`config.mk`:
```
export PLATFORM = sky130hd
export DESIGN_NAME = game_time_decoder_flat
export DESIGN_NICKNAME = d
export VERILOG_FILES = /design/src/rtl/game_time_pkg.sv /design/src/rtl/game_time_decoder_if.sv /design/src/rtl/seg7_decode.sv /design/src/rtl/game_time_decoder.sv /design/src/flat_wrapper.sv
export SDC_FILE = /design/constraint.sdc
export NUM_CORES = 1
export LEC_CHECK = 0
export ABC_AREA = 1
export CORE_MARGIN = 1.5
export CORE_UTILIZATION = 58
export DETAILED_ROUTE_END_ITERATION = 10
export DONT_BUFFER_PORTS = 1
export GPL_ROUTABILITY_DRIVEN = 0
export PLACE_DENSITY = 0.76
export SYNTH_ARGS = -nofsm -noshare
export SYNTH_HDL_FRONTEND = slang
export SYNTH_SLANG_ARGS = --single-unit
```
`constraint.sdc`:
```
create_clock -name CLOCK10M -period 1.4 [get_ports CLOCK10M]
set_input_delay 0.21 -clock CLOCK10M [delete_from_list [all_inputs] [get_ports CLOCK10M]]
set_output_delay 0.21 -clock CLOCK10M [all_outputs]
set_load 0.005 [all_outputs]
```
`src/rtl/game_time_pkg.sv`:
```
// game_time_pkg: shared types, segment constants and the double-dabble digit adjust step.
package game_time_pkg;
  typedef enum logic {IDLE, CONV} state_t;
  localparam int BCD_W = 16;
  localparam logic [6:0] SEG_BLANK = 7'h7F;
  localparam logic [15:0][6:0] SEG_TAB = {
    SEG_BLANK, SEG_BLANK, SEG_BLANK, SEG_BLANK, SEG_BLANK, SEG_BLANK,
    7'h10, 7'h00, 7'h78, 7'h02, 7'h12, 7'h19, 7'h30, 7'h24, 7'h79, 7'h40
  };
  function automatic logic [BCD_W-1:0] dabble_adjust(input logic [BCD_W-1:0] s);
    logic [BCD_W-1:0] r;
    for (int i = 0; i < BCD_W / 4; i++)
      r[i*4 +: 4] = s[i*4 +: 4] >= 4'd5 ? s[i*4 +: 4] + 4'd3 : s[i*4 +: 4];
    return r;
  endfunction
endpackage

```
`src/rtl/game_time_decoder_if.sv`:
```
// game_time_decoder_if: count input plus BCD/status/7-segment outputs of the game time decoder.
interface game_time_decoder_if #(parameter int CNT_W = 10);
  logic [CNT_W-1:0] count_in;
  logic [15:0] bcd_out;
  logic busy;
  logic update;
  logic [6:0] HEX0, HEX1, HEX2, HEX3;
  modport master (output count_in, input bcd_out, busy, update, HEX0, HEX1, HEX2, HEX3);
  modport slave (input count_in, output bcd_out, busy, update, HEX0, HEX1, HEX2, HEX3);
endinterface

```
`src/rtl/seg7_decode.sv`:
```
// seg7_decode: one BCD digit to active-low {g,f,e,d,c,b,a} segments, codes 10-15 and blank show dark.
module seg7_decode
  import game_time_pkg::*;
(
  input  logic [3:0] digit,
  input  logic       blank,
  output logic [6:0] seg
);
  assign seg = blank ? SEG_BLANK : SEG_TAB[digit];
endmodule

```
`src/rtl/game_time_decoder.sv`:
```
// game_time_decoder: serial double-dabble conversion of the tenths-of-second count to 4 BCD digits + 7-seg.
// Optional LEADING_ZERO_BLANK_EN blanks leading zero hundreds/tens digits.
module game_time_decoder
  import game_time_pkg::*;
#(
  parameter int CNT_W = 10
) (
  input logic CLOCK10M,
  input logic KEY0,
  game_time_decoder_if.slave bus
);
  localparam int IT_W = $clog2(CNT_W + 1);
  state_t state;
  logic [IT_W-1:0] it_cnt;
  logic [CNT_W-1:0] shreg, last_val;
  logic [BCD_W-1:0] scratch, adj, next_scratch, bcd_r;
  logic busy_r, update_r, blank3, blank2;
  assign adj = dabble_adjust(scratch);
  assign next_scratch = {adj[BCD_W-2:0], shreg[CNT_W-1]};
  always_ff @(posedge CLOCK10M or negedge KEY0) begin
    if (!KEY0) begin
      state <= IDLE;
      it_cnt <= '0;
      shreg <= '0;
      last_val <= '0;
      scratch <= '0;
      bcd_r <= '0;
      busy_r <= 1'b0;
      update_r <= 1'b0;
    end else begin
      update_r <= 1'b0;
      if (state == IDLE) begin
        if (bus.count_in != last_val) begin
          shreg <= bus.count_in;
          last_val <= bus.count_in;
          scratch <= '0;
          it_cnt <= '0;
          busy_r <= 1'b1;
          state <= CONV;
        end
      end else begin
        scratch <= next_scratch;
        shreg <= shreg << 1;
        it_cnt <= it_cnt + 1'b1;
        if (it_cnt == IT_W'(CNT_W - 1)) begin
          bcd_r <= next_scratch;
          update_r <= 1'b1;
          busy_r <= 1'b0;
          state <= IDLE;
        end
      end
    end
  end
`ifdef LEADING_ZERO_BLANK_EN
  assign blank3 = bcd_r[15:12] == 4'd0;
  assign blank2 = blank3 && bcd_r[11:8] == 4'd0;
`else
  assign blank3 = 1'b0;
  assign blank2 = 1'b0;
`endif
  assign bus.bcd_out = bcd_r;
  assign bus.busy = busy_r;
  assign bus.update = update_r;
  seg7_decode u_hex0 (.digit(bcd_r[3:0]), .blank(1'b0), .seg(bus.HEX0));
  seg7_decode u_hex1 (.digit(bcd_r[7:4]), .blank(1'b0), .seg(bus.HEX1));
  seg7_decode u_hex2 (.digit(bcd_r[11:8]), .blank(blank2), .seg(bus.HEX2));
  seg7_decode u_hex3 (.digit(bcd_r[15:12]), .blank(blank3), .seg(bus.HEX3));
endmodule

```
`src/flat_wrapper.sv`:
```
// flat-port wrapper written by rule: the top's interface ports become plain ports
module game_time_decoder_flat import game_time_pkg::*;
#(
  parameter int CNT_W = 10
)
  (CLOCK10M, KEY0, bus_count_in, bus_bcd_out, bus_busy, bus_update, bus_HEX0, bus_HEX1, bus_HEX2, bus_HEX3);
  game_time_decoder_if #(.CNT_W(CNT_W)) bus_i ();
  input logic CLOCK10M;
  input logic KEY0;
  input wire logic [$bits(bus_i.count_in)-1:0] bus_count_in;
  output wire logic [$bits(bus_i.bcd_out)-1:0] bus_bcd_out;
  output wire logic [$bits(bus_i.busy)-1:0] bus_busy;
  output wire logic [$bits(bus_i.update)-1:0] bus_update;
  output wire logic [$bits(bus_i.HEX0)-1:0] bus_HEX0;
  output wire logic [$bits(bus_i.HEX1)-1:0] bus_HEX1;
  output wire logic [$bits(bus_i.HEX2)-1:0] bus_HEX2;
  output wire logic [$bits(bus_i.HEX3)-1:0] bus_HEX3;
  assign bus_i.count_in = bus_count_in;
  assign bus_bcd_out = bus_i.bcd_out;
  assign bus_busy = bus_i.busy;
  assign bus_update = bus_i.update;
  assign bus_HEX0 = bus_i.HEX0;
  assign bus_HEX1 = bus_i.HEX1;
  assign bus_HEX2 = bus_i.HEX2;
  assign bus_HEX3 = bus_i.HEX3;
  game_time_decoder #(.CNT_W(CNT_W)) u_core (.CLOCK10M(CLOCK10M), .KEY0(KEY0), .bus(bus_i));
endmodule
```
==> impl_metrics.sql <==
INSERT INTO impl_metrics (metric_group, metric, value, unit) VALUES
('outcome', 'outcome', 'finished, violations left', ''),
('outcome', 'violations', 'hold timing, setup timing', ''),
('clock_network', 'htree_levels', '3', ''),
('floorplanning', 'placementRows', '29', ''),
('sta', 'post-route-period-util', '119', '%'),
('clock_network', 'worst_setup_hold_path_clk_slew', '90', 'ps'),
('place', 'port_buffers', '0', ''),
('sta', 'timing.fmax', '0.599', 'GHz'),
('detailed_routing', 'drt_iter0_drc', '582', ''),
('detailed_routing', 'wl', '13400', 'µm'),
('setup_path', 'worst_ep_required_time', '1190', 'ps'),
('synthesis', 'netlist_instances', '504', ''),
('global_route', 'grt_overflow', '0', ''),
('sta', 'timing.final.hold_violations', '59', ''),
('sta', 'timing.hold.ws', '-471', 'ps'),
('cells_and_area', 'fin_nets', '612', ''),
('clock_network', 'number_of_buffers_created_by_cts', '9', ''),
('floorplanning', 'total_i_o_pin_count', '58', ''),
('setup_path', 'worst_path_max_fanout', '4', ''),
('setup_path', 'slowest_delay', '430', 'ps'),
('global_route', 'global_route_wire_length_before_repair', '16500', 'µm'),
('synthesis', 'yosys.cell_types.count', '26', ''),
('setup_path', 'crit_family', 'flip-flops', ''),
('power', 'leakage', '2.63', 'nW'),
('power', 'vdd_ir_drop_max', '1.97', 'mV'),
('detailed_routing', 'total_via_count_after_detailed_routing', '4081', ''),
('floorplanning', 'initial_utilization', '59.4', '%'),
('setup_path', 'crit_path_cell_trace', 'inv_2 -> ha_4 -> nand2_4 -> inv_2 -> o21ai_2', ''),
('setup_path', 'data_arrival_critical_path', '1460', 'ps'),
('global_route', 'gr-usage-all-layers', '29.3', '%'),
('clock_network', 'cts_hold_repair.buffers', '4', ''),
('cells_and_area', 'insertedDiodeCount', '0', ''),
('synthesis', 'ffs_w_async_s_r_synth', '100', '%'),
('sta', 'max_slew.worst_pin.slew', '368', 'ps'),
('place', 'pre_cts_slack', '-87.9', 'ps'),
('sta', 'layout_min_cycle_time', '1670', 'ps'),
('synthesis', 'syn_nets', '546', ''),
('setup_path', 'path_buf_inv', '2', ''),
('worst_hold_path', 'timing.hold.worst.class', 'input pin to asynchronous set/reset pin', ''),
('synthesis', 'synth_enable_flop_cells', '0', ''),
('floorplanning', 'design.die.area', '6960', 'µm²'),
('synthesis', 'synth_commonest_cells', 'sky130_fd_sc_hd__nand2_1 (156), sky130_fd_sc_hd__o21ai_0 (67), sky130_fd_sc_hd__inv_1 (60)', ''),
('synthesis', 'syn_avg_cell_area', '7.44', 'µm²'),
('clock_network', 'cts_tree', 'done', ''),
('sta', 'timing.final.setup_violations', '62', ''),
('synthesis', 'synth-main-ff-cell', 'sky130_fd_sc_hd__dfrtp_1', ''),
('sta', 'unrepaired_setup_endpoints_after_global_routing', 'true', ''),
('clock_network', 'clk_path_buf_depth', '2', ''),
('place', 'dpl.cell_count', '599', ''),
('clock_network', 'clockRootBuffer', 'sky130_fd_sc_hd__clkbuf_8', ''),
('clock_network', 'tritoncts_num_sinks', '59', ''),
('detailed_routing', 'drc', '0', ''),
('sta', 'worst_clock_skew', '22.1', 'ps'),
('flow_run', 'cap_violations', '0', ''),
('synthesis', 'post-synth-top-count-cell', 'sky130_fd_sc_hd__nand2_1', ''),
('detailed_routing', 'route.antenna.remaining_nets', '0', ''),
('cells_and_area', 'area_delta_synth_final', '46.6', '%'),
('synthesis', 'synth_seq_area_share', '39.4', '%'),
('synthesis', 'cell_area_after_synthesis', '3750', 'µm²'),
('clock_network', 'worst_skew_pair.late_latency', '360', 'ps'),
('synthesis', 'synth_area_leader_cell', 'sky130_fd_sc_hd__dfrtp_1', ''),
('synthesis', 'synth_seq_cells', '59', ''),
('sta', 'fin_tns_setup', '-6590', 'ps'),
('global_route', 'first_global_vias', '3597', ''),
('synthesis', 'yosys_warnings', '0', ''),
('setup_path', 'criticalPathCategory', 'register to primary output', ''),
('sta', 'worst_slack', '-270', 'ps'),
('cells_and_area', 'fill_cells', '284', ''),
('sta', 'maxSlewViolCount', '0', ''),
('cells_and_area', 'final_core_util', '87.1', '%'),
('detailed_routing', 'wl_per_cell', '20.6', 'µm');
layout make-up:
class / count / area (µm²) / share of cell area (%)
tap: 77 / 96.3 / 1.75
inverter: 62 / 253 / 4.60
clock buffer: 13 / 179 / 3.25
clock inverter: 3 / 67.6 / 1.23
multi-input combinational: 361 / 2630 / 47.7
timing repair inverter: 1 / 11.3 / 0.205
timing repair buffer: 76 / 786 / 14.3
sequential: 59 / 1480 / 26.9
sequential cells by signal, indices dropped and copies added, names as in the netlist:
signal / count
u_core.scratch: 16
u_core.bus.update: 1
u_core.bus.bcd_out: 16
u_core.state: 1
u_core.it_cnt: 4
u_core.shreg: 10
u_core.bus.busy: 1
u_core.last_val: 10
metal layers:
layer / share of wire [%] / GRT usage (%)
met1: 36 / 35.9
met2: 50 / 51.7
met3: 8.5 / 5.96
met4: 5.7 / 9.55
met5: 0 / 0
path summary, 6_finish.rpt:
path                                           to  slack (ps)                   start  cells past startpoint
min                        u_core.bus.bcd_out[13]        -470                    KEY0                      0
min in group CLOCK10M          u_core.last_val[2]          10         bus_count_in[2]                      2
min reg2reg                    u_core.last_val[2]         490      u_core.last_val[2]                      2
max                                   bus_HEX3[3]        -270  u_core.bus.bcd_out[13]                      5
max reg2reg                 u_core.bus.bcd_out[4]        -190       u_core.scratch[0]                      6
max in group asynchronous      u_core.last_val[2]        1730                    KEY0                      0
layout by cell type, fill, tap and decap left out, types with 13 or more instances in the layout:
| cell | instances |
|---|---|
| sky130_fd_sc_hd__o21ai_2 | 22 |
| sky130_fd_sc_hd__dfrtp_1 | 55 |
| sky130_fd_sc_hd__inv_2 | 18 |
| sky130_fd_sc_hd__o21ai_0 | 22 |
| sky130_fd_sc_hd__ha_4 | 18 |
| sky130_fd_sc_hd__nand2_2 | 24 |
| sky130_fd_sc_hd__buf_4 | 31 |
| sky130_fd_sc_hd__nand4_1 | 30 |
| sky130_fd_sc_hd__nand3_1 | 14 |
| sky130_fd_sc_hd__inv_1 | 40 |
| sky130_fd_sc_hd__buf_6 | 26 |
| sky130_fd_sc_hd__o21ai_1 | 15 |
| sky130_fd_sc_hd__nand2_1 | 129 |
| sky130_fd_sc_hd__clkbuf_8 | 13 |
worst reg2reg max path, delay by kind of cell (launching register included):
family          cells  cell delay, ps
buf+inv             1             160
flops               1             410
compound gates      3             640
simple gates        2             280
repair_timing:
| action | 4_1_cts | 5_1_grt |
|---|---|---|
| setup buffers | 19 | 9 |
| cloned | 3 | 2 |
| pin swaps | 39 | 46 |
| gates resized for setup | 152 | 122 |
| endpoints found under the setup margin | 53 | 84 |
| endpoints found under the hold margin | 63 | 59 |
cell families (layout without fill, tap and decap cells):
family | after synthesis | in the layout | synth area share (%)
AOI/OAI and AO/OA | 85 | 85 | 11.6
xor gates and xnor gates | 7 | 7 | 1.64
adders and majority gates | 30 | 30 | 10.0
buffers and inverters | 85 | 155 | 9.38
DFF | 59 | 59 | 39.4
and+or+nand+nor | 238 | 239 | 28.0
per-stage QoR:
| stage | total power, mW | hold WS, ps | instance area, µm² |
|---|---|---|---|
| final | 14.3 | -471 | 5500 |
| after global routing | 14.9 | -479 | 5500 |
| after CTS | 11.8 | -455 | 4990 |
| after detailed placement | 8.12 | -84.9 | 4090 |
| after global placement | 7.86 | -84.7 | 4090 |
| after floorplan | 6.56 | -85.6 | 3750 |
report_power, final:
part / switching, mW / total [mW] / internal [mW]
logic: 5.11 / 8.89 / 3.78
clock network: 0.770 / 1.97 / 1.20
registers: 0.957 / 3.45 / 2.49
total: 6.83 / 14.3 / 7.48
Power figures use the tool's default switching activity.
